File: config.mk
export PLATFORM = sky130hd
export DESIGN_NAME = song_reader
export DESIGN_NICKNAME = d
export VERILOG_FILES = /design/src/rtl/music_pkg.sv /design/src/rtl/song_reader_rom.sv /design/src/rtl/song_reader.sv
export SDC_FILE = /design/constraint.sdc
export NUM_CORES = 1
export LEC_CHECK = 0
export ABC_AREA = 1
export CORE_ASPECT_RATIO = 0.75
export CORE_MARGIN = 2
export CORE_UTILIZATION = 46
export DETAILED_ROUTE_END_ITERATION = 7
export MAX_ROUTING_LAYER = met4
export PLACE_DENSITY = 0.77
export SKIP_CTS_REPAIR_TIMING = 1
export SYNTH_ARGS = -nofsm -noshare
export SYNTH_HDL_FRONTEND = slang
export SYNTH_SLANG_ARGS = --single-unit
export TNS_END_PERCENT = 100
File: constraint.sdc
create_clock -name clk -period 1.5 [get_ports clk]
set_input_delay 0.15 -clock clk [delete_from_list [all_inputs] [get_ports clk]]
set_output_delay 0.15 -clock clk [all_outputs]
set_load 0.05 [all_outputs]
File: src/rtl/music_pkg.sv
// Shared widths, state encoding and ROM image helpers for the song playback back-end.
package music_pkg;

    localparam int NOTE_W    = 6;
    localparam int DUR_W     = 6;
    localparam int ADDR_W    = 5;
    localparam int SONG_W    = 2;
    localparam int ROM_W     = NOTE_W + DUR_W;
    localparam int ROM_AW    = SONG_W + ADDR_W;
    localparam int ROM_DEPTH = 1 << ROM_AW;

    localparam logic [DUR_W-1:0]  END_DUR   = '0;
    localparam logic [ADDR_W-1:0] LAST_ADDR = {ADDR_W{1'b1}};

    localparam logic [2:0] S_IDLE  = 3'd0;
    localparam logic [2:0] S_FETCH = 3'd1;
    localparam logic [2:0] S_ISSUE = 3'd2;
    localparam logic [2:0] S_WAIT  = 3'd3;
    localparam logic [2:0] S_DONE  = 3'd4;

    typedef enum logic [2:0] {
        IDLE  = S_IDLE,
        FETCH = S_FETCH,
        ISSUE = S_ISSUE,
        WAIT  = S_WAIT,
        DONE  = S_DONE
    } state_t;

    // Whole ROM flattened into one vector; word k sits at bits [k*ROM_W +: ROM_W] as {note, duration}.
    typedef logic [ROM_DEPTH*ROM_W-1:0] rom_image_t;

    function automatic logic [ROM_W-1:0] romWord(input logic [NOTE_W-1:0] n,
                                                 input logic [DUR_W-1:0] d);
        return {n, d};
    endfunction

    function automatic rom_image_t demoImage();
        rom_image_t img;
        img = '0;
        img[0*ROM_W +: ROM_W] = romWord(6'd12, 6'd4);
        img[1*ROM_W +: ROM_W] = romWord(6'd14, 6'd4);
        img[2*ROM_W +: ROM_W] = romWord(6'd16, 6'd8);
        img[3*ROM_W +: ROM_W] = romWord(6'd0, END_DUR);
        return img;
    endfunction

endpackage

File: src/rtl/song_reader_rom.sv
// Song note ROM: one registered read per enabled cycle, contents fixed by the INIT image.
module song_rom
    import music_pkg::*;
#(
    parameter rom_image_t INIT = demoImage()
) (
    input  logic              clk,
    input  logic              reset,
    input  logic              rd_en_i,
    input  logic [ROM_AW-1:0] addr_i,
    output logic [ROM_W-1:0]  data_o
);

    logic [ROM_W-1:0] data_q;

    // Output only updates on enabled reads so the word holds while a note plays.
    always_ff @(posedge clk) begin
        if (reset) begin
            data_q <= '0;
        end else if (rd_en_i) begin
            data_q <= INIT[addr_i*ROM_W +: ROM_W];
        end
    end

    assign data_o = data_q;

endmodule

File: src/rtl/song_reader.sv
// Walks the selected song in ROM and hands notes to the note player via new_note/note_done.
// Build option SONG_READER_LOOP_EN: songs restart from note 0 instead of finishing.
module song_reader
    import music_pkg::*;
#(
    parameter rom_image_t ROM_INIT = demoImage()
) (
    input  logic              clk,
    input  logic              reset,
    input  logic              play,
    input  logic              reset_play,
    input  logic              next_song,
    input  logic              note_done,
    output logic              song_done,
    output logic              new_note,
    output logic [NOTE_W-1:0] note,
    output logic [DUR_W-1:0]  duration,
    output logic [SONG_W-1:0] song_sel
);

    state_t            state_q, state_d;
    logic [ADDR_W-1:0] addr_q, addr_d;
    logic [SONG_W-1:0] song_sel_q, song_sel_d;
    logic [ROM_W-1:0]  rom_data;
    logic              isEnd;

    song_rom #(
        .INIT(ROM_INIT)
    ) u_rom (
        .clk    (clk),
        .reset  (reset),
        .rd_en_i(state_q == FETCH),
        .addr_i ({song_sel_q, addr_q}),
        .data_o (rom_data)
    );

    assign {note, duration} = rom_data;
    assign isEnd            = (duration == END_DUR);

    always_comb begin
        state_d    = state_q;
        addr_d     = addr_q;
        song_sel_d = next_song ? song_sel_q + 1'b1 : song_sel_q;
        if (reset_play) begin
            state_d = IDLE;
            addr_d  = '0;
        end else begin
            case (state_q)
                IDLE:  if (play) state_d = FETCH;
                FETCH: if (play) state_d = ISSUE;
                ISSUE: begin
                    if (isEnd) begin
`ifdef SONG_READER_LOOP_EN
                        addr_d  = '0;
                        state_d = FETCH;
`else
                        state_d = DONE;
`endif
                    end else begin
                        state_d = WAIT;
                    end
                end
                // The note player pauses itself, so note_done is accepted regardless of play.
                WAIT: begin
                    if (note_done) begin
                        if (addr_q == LAST_ADDR) begin
`ifdef SONG_READER_LOOP_EN
                            addr_d  = '0;
                            state_d = FETCH;
`else
                            state_d = DONE;
`endif
                        end else begin
                            addr_d  = addr_q + 1'b1;
                            state_d = FETCH;
                        end
                    end
                end
                DONE:    state_d = DONE;
                default: state_d = IDLE;
            endcase
        end
    end

    always_ff @(posedge clk) begin
        if (reset) begin
            state_q    <= IDLE;
            addr_q     <= '0;
            song_sel_q <= '0;
        end else begin
            state_q    <= state_d;
            addr_q     <= addr_d;
            song_sel_q <= song_sel_d;
        end
    end

    // ROM data only becomes valid in ISSUE, so the pulse is decoded from state and data registers.
    assign new_note = (state_q == ISSUE) && !isEnd && !reset_play && !reset;
    assign song_sel = song_sel_q;

`ifdef SONG_READER_LOOP_EN
    assign song_done = 1'b0;
`else
    assign song_done = (state_q == DONE);
`endif

endmodule
* Word-level counts from Yosys, hierarchy flattened
Index checks and enable logic that the tools add are counted.
** Cells by class
- $add $sub $neg :: 2
- Reduce and logical (&&, ||, !) cells :: 11
- Bitwise gates (word level) :: 1
- Mux-type cells :: 6
- Multipliers :: 1
- Shift operators :: 1
- Eq/ne operators :: 8
** Operators by type and width (number)
- $shiftx A1536 B12 Y12 const A :: 1
- $mux W3 :: 5
- $pmux W3 S5 :: 1
- $mul A7 B2 Y9 const B :: 1
- $eq A3 B2 Y1 const B :: 2
- $logic_not A6 Y1 :: 1
- $ne A2 B2 Y1 const B :: 3
- $reduce_and A3 Y1 :: 2
- $add A5 B1 Y5 const B :: 1
- $eq A5 B5 Y1 const B :: 1
- $eq A3 B1 Y1 const B :: 1
- $eq A3 B3 Y1 const B :: 1
- $logic_and A1 B1 Y1 :: 3
- $logic_not A1 Y1 :: 3
- $logic_not A3 Y1 :: 1
- $add A2 B1 Y2 const B :: 1
- $reduce_or A2 Y1 :: 1
- $not A1 Y1 :: 1
** Word-level totals
- Word-level logic and storage cells :: 34
- Input bits :: 6
- Output and inout port bits :: 16
- Register bits :: 22

* Depth between registers and ports, before layout
- Word-level depth :: 5
- Mapped depth :: 11
- Depth with buffers taken out :: 11

* Modules after synthesis
Synthesis repeated with hierarchy kept, for this count alone.
** Second synthesis, totals
- Cells, all modules :: 115
- Area total of the unflattened synthesis :: 754.5 um2
** Modules (own cells, without submodules)
- song_reader :: cells each 79, area an instance 528.0 um2, sequential area each 200.2 um2, instances 1
- song_rom :: cells each 36, area an instance 226.5 um2, sequential area each 60.1 um2, instances 1

* Worst setup path after synthesis
Ideal clock, no wire load.
- Path type :: reg-to-output
- From :: register u_rom.data_o[9] (netlist name)
- To :: output new_note
- Path slack :: -0.234 ns
- Data required time :: 1.350 ns
- Buffers on the path :: 0
- Stages on the path, launching flop included :: 5
- Arrival time :: 1.584 ns
- Path through :: dfxtp_1 inv_1 nand2_1 nand3_1 nor2_1
** RTL lines
- to (decl) :: RTL line song_reader.sv:15 : output logic new_note,

* Worst setup path in the final report
- From :: register addr_q[0]
- To :: register addr_q[3]
** Between the ends
- Cells in the longest elaborated chain, start to end :: 3
- Elaborated cells on any way between the ends :: 4
- Classes of those cells :: add/sub: 1; eq/ne: 1; bitwise: 1; reduce/logical: 1
** RTL lines
- from (decl) :: RTL line song_reader.sv:22 : logic [ADDR_W-1:0] addr_q, addr_d;
- from (signal assigned) :: RTL line song_reader.sv:92 : addr_q <= addr_d;
- parallel branches: the longest is 3 deep, another holds $add A5 B1 Y5
Parallel ways; which one is timed is not known.
A chain may end at the register's enable or synchronous reset.

==> flow_summary.ini <==
[power]
leakage_nw = 0.463
powerDensity_mw_per_mm2 = 734
ir_worst_vdd_uv = 459

[detailed_routing]
drc_errors = 0
routed_wirelength_mm = 1.72
drt-wirelength-per-cell_um = 10.5
route.vias.total = 801
drt_pass1_iterations = 4
vias_per_cell = 4.91
antenna_left = 0
count_of_routing_violations_after_the_opening_detailed_route_iteration = 14

[synthesis]
syn-cell-area_sq_um = 820
yosys_register_bits = 13
top_cells_by_area_in_the_synthesized_netlist = dfxtp_1 32%, nand2_1 11%, nor2_1 8.7%, buf_4 8.2%, inv_1 7.3%
ys_types = 17
synth.largest_area_cell = dfxtp_1
number_of_standard_cells_after_synthesis = 122
syn-mean-instance-area_sq_um = 6.72
synth.top_cell.area_share = 0.318
synth_sequential_area_ratio = 0.318
yosys_warnings = 0

[timing]
achievable_frequency_mhz = 721
slew_viol_final = 0
setup_tns_ns = 0
worst_hold_slack_ns = 0.479
final_hold_viol_count = 0
rsz0062_at_grt = false
layout_worst_path_cycle_share = 0.925
setup_viol = 0
setup_ws_ns = 0.113
skew_ns = 0.00360
final_period_minus_worst_setup_slack_ns = 1.39

[global_route]
number_of_antenna_violations_at_the_first_check_in_global_routing = 0
track_usage = 0.192
groute.layer.met2.usage = 0.297
grt_start_max_net_pins = 8
final_global_route_overflow_total = 0
global_route_wire_length_before_repair_mm = 2.72
globalRouteMet3Util = 0.0784
top_usage_layer = met2
met1_grt_util = 0.231
first_global_vias = 647

[layout]
drive_gt1_frac = 0.227
final-instance-count-excl-fill = 163
area.growth.synth_to_final_pct = 26.0
commonest_cells_after_routing_fill_and_taps_aside = 24 x nand2_1, 17 x nor2_1, 16 x inv_1
layout_commonest_cell = nand2_1
antenna_cells = 0
layout.nets = 152

[clocking]
path_clk_slew_ns = 0.08
clock-root-buffer = clkbuf_4
clk_path_buf_depth = 2
insertion_delay_to_the_later_sink_of_the_worst_skew_pair_ns = 0.28
cts.htree.levels = 1
cts.sinks = 13
number_of_buffers_added_by_the_clock_tree_synthesis_step = 3
cts_tree = done

[place]
gpl.final_weighted_congestion = 0.841
count_of_input_and_output_buffers = 15
detailedPlacementHpwl_mm = 1.36
placedCellCount = 159
detailedPlace.worstSlack_ns = 0.0344

[setup_path]
critPathMaxFanout = 5
arrival_ns = 1.60
crit_path_top_delay_cell = dfxtp_2
setup.worst_path.class = reg2reg
timing.critical_path.mode_cell = nand2_1
slowest_delay_ns = 0.33
cp_top_family = simple AND/OR/NAND/NOR gates
cp.required_ns = 1.71
timing.critical_path.cells = ha_2, nand2_1, nor2_1, ha_1, inv_1, nand2_2, nor2_4, nand2_1, a21oi_1
worstPathBufferInverterCount = 1
critical_path.startpoint_type = flip-flop
setup.worst_path.end_class = flip-flop

[floorplanning]
initial_core_util = 0.480
die_area_sq_mm = 0.00214
placement_rows = 13
coreArea_sq_mm = 0.00171
fp.dieH_um = 40.6
dieWidth_um = 52.7
num_io_pins = 22

[worst_hold_path]
hold_path_class = in2reg

[status]
run_status = completed

[flow_run]
drv_cap = 0
## report_power, final
group	switching [mW]	total (mW)	internal (mW)	leakage, nW
clock network	0.117	0.220	0.103	0.0150
registers	0.0118	0.367	0.356	0.107
logic	0.124	0.171	0.0468	0.340
total	0.252	0.758	0.506	0.463
## logic make-up after synthesis
logic type | after synthesis | synth area share
compound gates | 17 | 0.108
buf+inv | 26 | 0.160
xor+xnor | 1 | 0.0107
flops | 13 | 0.318
fa+ha+maj | 4 | 0.0611
other cells | 1 | 0.00458
simple gates | 60 | 0.337
## through the flow
step | cell area, sq um | total power, mW | utilization
6_report | 1030 | 0.758 | 0.604
3_3_place_gp | 990 | 0.541 | 0.579
3_5_place_dp | 990 | 0.544 | 0.579
4_1_cts | 1020 | 0.766 | 0.595
5_1_grt | 1030 | 0.799 | 0.604
2_1_floorplan | 846 | 0.515 | -
## flip-flops by register name, summed over array words and instances, names as in the netlist
name / cells
u_rom.data_o: 3
addr_q: 5
song_sel: 2
state_q: 3
## routing by layer
metal	vias up	wire length (um)
li1	412	-
met1	368	802
met2	19	804
met3	2	97
met4	0	13
met5	-	0
## path summary, 6_finish.rpt
path / from / end / slack (ns) / depth (start not counted)
worst min-delay path: next_song / song_sel[0] / 0.48 / 2
worst max register to register: addr_q[0] / addr_q[3] / 0.11 / 9
worst max-delay path: addr_q[0] / addr_q[3] / 0.11 / 9
worst min register to register: song_sel[1] / song_sel[1] / 0.54 / 2
## synthesized netlist by cell type
| master | number |
|---|---|
| a21oi_1 | 7 |
| a21oi_2 | 1 |
| buf_4 | 9 |
| clkbuf_1 | 1 |
| conb_1 | 1 |
| dfxtp_1 | 13 |
| ha_1 | 4 |
| inv_1 | 16 |
| nand2_1 | 25 |
| nand2_2 | 2 |
| nand3_1 | 7 |
| nand4_1 | 4 |
| nor2_1 | 19 |
| nor2_4 | 2 |
| nor3_4 | 1 |
| o21ai_0 | 9 |
| xor2_1 | 1 |
## worst reg2reg max path: cells and delay by family, from the launching register on
kind,cells,cell delay [ns]
AND/OR/NAND/NOR,5,0.43
adder cells (fa/ha/maj),2,0.35
AO/OA/AOI/OAI,1,0.13
flip-flops,1,0.33
buffers and inverters,1,0.09
## area by class of cell
type	instances	area [sq um]
clock buffer	4	26.3
tap	22	27.5
multi-input combinational	88	467
fill	168	676
sequential	13	264
inverter	16	60.1
timing repair buffer	20	188
No activity file was read; power rests on OpenSTA's default activity.
